File: config.mk
export PLATFORM = sky130hd
export DESIGN_NAME = pulse_seq_nch
export DESIGN_NICKNAME = d
export VERILOG_FILES = /design/src/rtl/pulse_seq_pkg.sv /design/src/rtl/pulse_seq_ch.sv /design/src/rtl/pulse_seq_nch.sv
export SDC_FILE = /design/constraint.sdc
export NUM_CORES = 2
export LEC_CHECK = 0
export ABC_AREA = 0
export ABC_CLOCK_PERIOD_IN_PS = 13420
export CORE_ASPECT_RATIO = 0.8
export CORE_MARGIN = 2
export CORE_UTILIZATION = 60
export CTS_CLUSTER_SIZE = 14
export DETAILED_ROUTE_END_ITERATION = 6
export PLACE_DENSITY = 0.76
export SLEW_MARGIN = 30
export SYNTH_ARGS = -nofsm -noshare
export SYNTH_HDL_FRONTEND = slang
export SYNTH_HIERARCHICAL = 1
export SYNTH_SLANG_ARGS = --single-unit
File: constraint.sdc
create_clock -name clk -period 13.42 [get_ports clk]
set_input_delay 2.684 -clock clk [delete_from_list [all_inputs] [get_ports clk]]
set_output_delay 2.684 -clock clk [all_outputs]
set_load 0.02 [all_outputs]
File: src/rtl/pulse_seq_pkg.sv
// Shared encodings for the N-channel pulse sequencer: trigger modes, config
// field codes and the channel / top-level FSM state types.
package pulse_seq_pkg;

  typedef enum logic [1:0] {
    MODE_OFF        = 2'd0,
    MODE_START      = 2'd1,
    MODE_CHAIN_END  = 2'd2,
    MODE_CHAIN_RISE = 2'd3
  } mode_e;

  localparam logic [1:0] FIELD_DUR    = 2'd0;
  localparam logic [1:0] FIELD_DEL    = 2'd1;
  localparam logic [1:0] FIELD_MODE   = 2'd2;
  localparam logic [1:0] FIELD_REPEAT = 2'd3;

  typedef enum logic [1:0] {
    CH_IDLE,
    CH_ACTIVE,
    CH_DONE
  } ch_state_e;

  typedef enum logic {
    TOP_IDLE,
    TOP_RUN
  } top_state_e;

endpackage

File: src/rtl/pulse_seq_ch.sv
// One sequencer channel: config registers, prescaler, phase counter and the
// IDLE -> ACTIVE -> DONE state machine. fin_o marks the last ACTIVE cycle.
module pulse_seq_ch
  import pulse_seq_pkg::*;
#(
  parameter int CNT_W  = 16,
  parameter int MULT_W = 5
) (
  input  logic             clk,
  input  logic             rst,
  input  logic             cfg_we_i,
  input  logic [1:0]       cfg_field_i,
  input  logic [CNT_W-1:0] cfg_data_i,
  input  logic             trig_i,
  input  logic             clear_i,
  input  logic             abort_i,
  output mode_e            mode_o,
  output logic             fin_o,
  output logic             done_o,
  output logic             ch_out_o,
  output logic             ch_end_o
);

  mode_e             mode_q;
  logic [MULT_W-1:0] mult_q;
  logic [CNT_W-1:0]  dur_q, del_q;

  ch_state_e         state_q, state_d;
  logic              high_q, high_d;
  logic [MULT_W-1:0] unit_q, unit_d;
  logic [CNT_W-1:0]  cnt_q, cnt_d;
  logic              end_q, end_d;

  logic [CNT_W-1:0]  lim;
  logic              active, last_unit, phase_end;

  // NOTE: config registers sit on the synchronous reset too, so rst returns every channel to OFF.
  always_ff @(posedge clk) begin
    if (rst) begin
      mode_q <= MODE_OFF;
      mult_q <= '0;
      dur_q  <= '0;
      del_q  <= '0;
    end else if (cfg_we_i) begin
      case (cfg_field_i)
        FIELD_DUR:  dur_q <= cfg_data_i;
        FIELD_DEL:  del_q <= cfg_data_i;
        FIELD_MODE: begin
          mult_q <= cfg_data_i[MULT_W-1:0];
          mode_q <= mode_e'(cfg_data_i[MULT_W+1:MULT_W]);
        end
        default: ;
      endcase
    end
  end

  assign active    = (state_q == CH_ACTIVE);
  assign lim       = high_q ? dur_q : del_q;
  assign last_unit = (unit_q == mult_q);
  assign phase_end = (lim == '0) || (last_unit && (cnt_q == lim - CNT_W'(1)));
  assign fin_o     = active && phase_end && (!high_q || (del_q == '0));

  // NOTE: every _d takes its hold value first so the decode below can never infer a latch.
  always_comb begin
    state_d = state_q;
    high_d  = high_q;
    unit_d  = unit_q;
    cnt_d   = cnt_q;
    end_d   = end_q;
    if (active) begin
      if (fin_o) begin
        state_d = CH_DONE;
        end_d   = 1'b1;
      end else if (phase_end) begin
        high_d = 1'b0;
        unit_d = '0;
        cnt_d  = '0;
      end else if (last_unit) begin
        unit_d = '0;
        cnt_d  = cnt_q + CNT_W'(1);
      end else begin
        unit_d = unit_q + MULT_W'(1);
      end
    end
    // Priority: abort over trigger over clear over normal sequencing.
    if (clear_i) begin
      state_d = CH_IDLE;
      end_d   = 1'b0;
    end
    if (trig_i) begin
      state_d = CH_ACTIVE;
      high_d  = (dur_q != '0);
      unit_d  = '0;
      cnt_d   = '0;
    end
    if (abort_i) begin
      state_d = CH_IDLE;
      end_d   = end_q;
    end
  end

  always_ff @(posedge clk) begin
    if (rst) begin
      state_q <= CH_IDLE;
      high_q  <= 1'b0;
      unit_q  <= '0;
      cnt_q   <= '0;
      end_q   <= 1'b0;
    end else begin
      state_q <= state_d;
      high_q  <= high_d;
      unit_q  <= unit_d;
      cnt_q   <= cnt_d;
      end_q   <= end_d;
    end
  end

  assign mode_o   = mode_q;
  assign done_o   = (state_q == CH_DONE);
  assign ch_out_o = active && high_q;
  assign ch_end_o = end_q;

endmodule

File: src/rtl/pulse_seq_nch.sv
// N-channel pulse sequencer top: config decode, trigger chain wiring,
// completion detection and whole-sequence repeat / abort control.
module pulse_seq_nch
  import pulse_seq_pkg::*;
#(
  parameter int N_CH   = 16,
  parameter int CNT_W  = 16,
  parameter int MULT_W = 5,
  parameter int REP_W  = 8
) (
  input  logic                    clk,
  input  logic                    rst,
  input  logic                    start,
  input  logic                    abort,
  input  logic                    cfg_we,
  input  logic [$clog2(N_CH)-1:0] cfg_ch,
  input  logic [1:0]              cfg_field,
  input  logic [CNT_W-1:0]        cfg_data,
  output logic [N_CH-1:0]         ch_out,
  output logic [N_CH-1:0]         ch_end,
  output logic                    busy,
  output logic                    done
);

  localparam int CH_W = $clog2(N_CH);

  top_state_e       state_q, state_d;
  logic [REP_W-1:0] repeat_q, rep_left_q, rep_left_d;
  logic             done_q, done_d;

  logic             cfg_ok, start_acc, complete, run_end, restart, go;
  logic             prev_trig, prev_fin;
  logic [N_CH-1:0]  ch_we, trig, ch_fin, ch_done;
  mode_e            ch_mode [N_CH];

  assign busy      = (state_q == TOP_RUN);
  assign done      = done_q;
  assign cfg_ok    = cfg_we && !busy;
  assign start_acc = (state_q == TOP_IDLE) && start && !abort;
  assign run_end   = busy && complete && !abort;
  assign restart   = run_end && (rep_left_q != '0);
  assign go        = start_acc || restart;

  // An out-of-range cfg_ch matches no k and is dropped.
  always_comb begin
    ch_we    = '0;
    complete = 1'b1;
    for (int k = 0; k < N_CH; k++) begin
      ch_we[k] = cfg_ok && (cfg_field != FIELD_REPEAT) && (cfg_ch == CH_W'(k));
      complete = complete && ((ch_mode[k] == MODE_OFF) || ch_done[k] || ch_fin[k]);
    end
  end

  // Chain triggers ripple from channel 0 upward; channel 0 treats chain modes as START.
  always_comb begin
    trig      = '0;
    prev_trig = 1'b0;
    prev_fin  = 1'b0;
    for (int k = 0; k < N_CH; k++) begin
      case (ch_mode[k])
        MODE_START:      trig[k] = go;
        MODE_CHAIN_END:  trig[k] = (k == 0) ? go : prev_fin;
        MODE_CHAIN_RISE: trig[k] = (k == 0) ? go : prev_trig;
        default:         trig[k] = 1'b0;
      endcase
      prev_trig = trig[k];
      prev_fin  = ch_fin[k];
    end
  end

  always_comb begin
    state_d    = state_q;
    rep_left_d = rep_left_q;
    done_d     = 1'b0;
    if (abort) begin
      state_d = TOP_IDLE;
    end else if (start_acc) begin
      state_d    = TOP_RUN;
      rep_left_d = repeat_q;
    end else if (restart) begin
      rep_left_d = rep_left_q - REP_W'(1);
    end else if (run_end) begin
      state_d = TOP_IDLE;
      done_d  = 1'b1;
    end
  end

  always_ff @(posedge clk) begin
    if (rst) begin
      state_q    <= TOP_IDLE;
      repeat_q   <= '0;
      rep_left_q <= '0;
      done_q     <= 1'b0;
    end else begin
      state_q    <= state_d;
      rep_left_q <= rep_left_d;
      done_q     <= done_d;
      if (cfg_ok && (cfg_field == FIELD_REPEAT)) repeat_q <= cfg_data[REP_W-1:0];
    end
  end

  for (genvar k = 0; k < N_CH; k++) begin : g_ch
    pulse_seq_ch #(
      .CNT_W (CNT_W),
      .MULT_W(MULT_W)
    ) u_ch (
      .clk        (clk),
      .rst        (rst),
      .cfg_we_i   (ch_we[k]),
      .cfg_field_i(cfg_field),
      .cfg_data_i (cfg_data),
      .trig_i     (trig[k]),
      .clear_i    (go),
      .abort_i    (abort),
      .mode_o     (ch_mode[k]),
      .fin_o      (ch_fin[k]),
      .done_o     (ch_done[k]),
      .ch_out_o   (ch_out[k]),
      .ch_end_o   (ch_end[k])
    );
  end

endmodule

==> flow_metrics.env <==
export IMPL_cts_resized_gates=0
export IMPL_fp_dieW_microns=367.2
export IMPL_hold_depth=2
export IMPL_cp_start_kind="register"
export IMPL_syn_area_sq_um=63300
export IMPL_async_flop_share_pct=0
export IMPL_grt_pass1_vias=54600
export IMPL_postCtsSetupBuffers=0
export IMPL_r2r_cells=22
export IMPL_arrival_ns=8.59
export IMPL_syn_nets=8010
export IMPL_total_power_mw=6.483
export IMPL_reg2reg_from="g_ch[10].u_ch/high_q"
export IMPL_yosysSeqAreaShare_pct=32.95
export IMPL_synthFlopType="dfxtp_1"
export IMPL_nets=7819
export IMPL_crit_type="register to register"
export IMPL_die_h_microns=294.5
export IMPL_setup_tns_ns=0
export IMPL_clock_latency_ns=0.72
export IMPL_grt_max_degree=194
export IMPL_synth_edf_count=0
export IMPL_peakVddDrop_mv=0.1077
export IMPL_clockRootBuffer="clkbuf_16"
export IMPL_globalRouteOverflowTotal=0
export IMPL_crit_fanout=38
export IMPL_globalplace_congestion=0.9869
export IMPL_grtUsageTotal_pct=33.87
export IMPL_htreeDepth=3
export IMPL_start_util_pct=60.57
export IMPL_syn2layout_area_growth_pct=6.983
export IMPL_synth_top_cells_by_area="dfxtp_1, nand2_1, mux2i_1, a21oi_1, xnor2_1"
export IMPL_cts_buffer_depth=3
export IMPL_hold_end="repeat_q[4]"
export IMPL_layout_drive_gt1_share_pct=6.825
export IMPL_min_period_ns=7.944
export IMPL_synth_most_common_cell="nand2_1"
export IMPL_fmax_mhz=125.9
export IMPL_power_leakage_nw=22.76
export IMPL_wl_per_cell_microns=20.77
export IMPL_synth_top_area_share_pct=32.95
export IMPL_end_kind="register"
export IMPL_syn_inst=7917
export IMPL_hold_viol=0
export IMPL_ys_ff_latch=1042
export IMPL_rsz0062_at_grt="no"
export IMPL_io_pins=61
export IMPL_rrSetupSlack_ns=5.48
export IMPL_status="finished with violations"
export IMPL_antenna_found_initial=3
export IMPL_drt_iter0_markers=6071
export IMPL_hpwlAfterDp_mm=129.4
export IMPL_tightest_slew_ns=1.100
export IMPL_yosys_warnings=6
export IMPL_wirelength_mm=191.4
export IMPL_cts_sinks=1042
export IMPL_vias=60100
export IMPL_hold_buffers=0
export IMPL_cts_tree="done"
export IMPL_cap_violations=0
export IMPL_dr_pass1_iters=7
export IMPL_row_count=106
export IMPL_avgSynthCellArea_sq_um=7.996
export IMPL_dieArea_sq_um=108100
export IMPL_synthTopCellsByCount="nand2_1, dfxtp_1, a21oi_1, nor2_1, mux2i_1"
export IMPL_path_clk_slew_ns=0.06
export IMPL_ys_types=95
export IMPL_failed_checks="DRC"
export IMPL_hp_class="register to register"
export IMPL_drc=7
export IMPL_yosysTopAreaCell="dfxtp_1"
export IMPL_setup_viol=0
export IMPL_r2r_end="g_ch[9].u_ch/cnt_q[14]"
export IMPL_slew_viol_final=0
export IMPL_final_setup_skew_ns=0.03165
export IMPL_slew_headroom_pct=26.66
export IMPL_required_ns=14.07
export IMPL_worstHoldStart="repeat_q[4]"
export IMPL_grt_pass1_wl_mm=302.0
export IMPL_dp_worst_setup_slack_ns=5.739
export IMPL_port_buffers=60
export IMPL_powerDensity_nw_per_um2=95.72
export IMPL_via_per_inst=6.523
export IMPL_min_period_over_period_pct=59.19
export IMPL_numCtsBuffers=103
export IMPL_core_sq_um=104500
export IMPL_ant_nets=0
export IMPL_worst_slack_ns=5.476
-- metal layers --
| metal | GRT usage (%) | part of all wire [%] | up-vias |
|---|---|---|---|
| li1 | - | - | 28580 |
| met1 | 48.50 | 45 | 28690 |
| met2 | 51.85 | 43 | 2453 |
| met3 | 5.942 | 8.8 | 376 |
| met4 | 10.06 | 3.0 | 4 |
| met5 | 0 | 0.011 | - |
-- flip-flops by register name, summed over array words and instances, names as in the netlist --
name and count:
done 1, g_ch.u_ch/mult_q 80, g_ch.u_ch/mode_o 32, repeat_q 8
g_ch.u_ch/unit_q 80, g_ch.u_ch/state_q 32, g_ch.u_ch/high_q 16, g_ch.u_ch/dur_q 256
g_ch.u_ch/ch_end_o 16, busy 1, g_ch.u_ch/del_q 256, g_ch.u_ch/cnt_q 256
rep_left_q 8
-- per-stage QoR --
stage               util [%]  instances  cell area [sq um]  hold slack, ns
global placement       61.30       9025              64060          0.4479
finish                 64.80       9214              67730          0.4536
detailed placement     61.34       9025              64110          0.4467
CTS                    64.72       9213              67640          0.4545
global route           64.80       9213              67720          0.4737
floorplan                  -       7917              63300          0.4364
-- worst max-delay path, cell delays in order, from the launching register on --
cell and delay (ns):
dfxtp_1 0.49, buf_4 0.43, mux2i_1 0.42, ha_1 0.34, nor4bb_1 0.35, o22ai_1 0.17, xnor2_1 0.18, nand4b_1 0.12
nor3_1 0.06, a41oi_1 0.36, nor2_1 0.21, o32ai_1 0.53, or4_4 0.28, nor3_1 0.07, nor2_1 0.65, clkinv_2 0.79
o21ai_1 0.56, o21ai_0 0.23, and2_1 0.34, or2_2 0.40, a21o_1 0.32, or4_1 0.51, nand2_1 0.07
-- cell type report --
cell class	instances	area (sq um)
well taps	1404	1757
diodes	1	2.502
fillers	9137	36790
inverters	146	549.3
clock inverters	48	595.6
multi-input cells	6317	40030
clock buffers	140	2939
flip-flops and latches	1042	20860
repair buffers	116	996.0
-- cells by family after synthesis --
logic type / share of synthesized area [%]
compound gates: 18.57
xor+xnor: 7.208
fa+ha+maj: 1.304
buf+inv: 4.066
flops: 32.95
mux: 6.538
simple gates: 29.36
-- cell usage in the layout, fill, tap and decap left out, drive strengths merged, types with 114 or more instances in the layout --
| master | netlist | final |
|---|---|---|
| nand2 | 1363 | 1363 |
| nor3 | 284 | 284 |
| nor4 | 133 | 133 |
| clkbuf | 262 | 140 |
| or4 | 161 | 161 |
| nand3 | 242 | 242 |
| inv | 146 | 148 |
| xor2 | 128 | 128 |
| xnor2 | 393 | 393 |
| a21oi | 792 | 792 |
| o31ai | 114 | 114 |
| o21ai | 194 | 194 |
| mux2i | 400 | 400 |
| nor2 | 468 | 468 |
| dfxtp | 1042 | 1042 |
-- power by group --
group / switching, mW / internal (mW) / leakage (nW)
Clock: 1.30 / 1.76 / 1.74
Sequential: 0.0107 / 3.10 / 8.39
Combinational: 0.242 / 0.0706 / 12.6
Total: 1.55 / 4.93 / 22.8
-- how the worst max path moves through the flow --
stage | from | endpoint | slack, ns | cells after the start
2_1_floorplan | g_ch[12].u_ch/high_q | g_ch[7].u_ch/cnt_q[11] | 7.84 | 26
3_3_place_gp | g_ch[10].u_ch/high_q | g_ch[9].u_ch/cnt_q[10] | 6.03 | 22
3_5_place_dp | g_ch[10].u_ch/high_q | g_ch[9].u_ch/cnt_q[14] | 5.74 | 22
4_1_cts | g_ch[10].u_ch/high_q | g_ch[9].u_ch/cnt_q[14] | 5.71 | 22
5_1_grt | g_ch[10].u_ch/high_q | g_ch[9].u_ch/cnt_q[14] | 5.09 | 22
6_report | g_ch[10].u_ch/high_q | g_ch[9].u_ch/cnt_q[14] | 5.48 | 22
No activity file was read; power rests on OpenSTA's default activity.
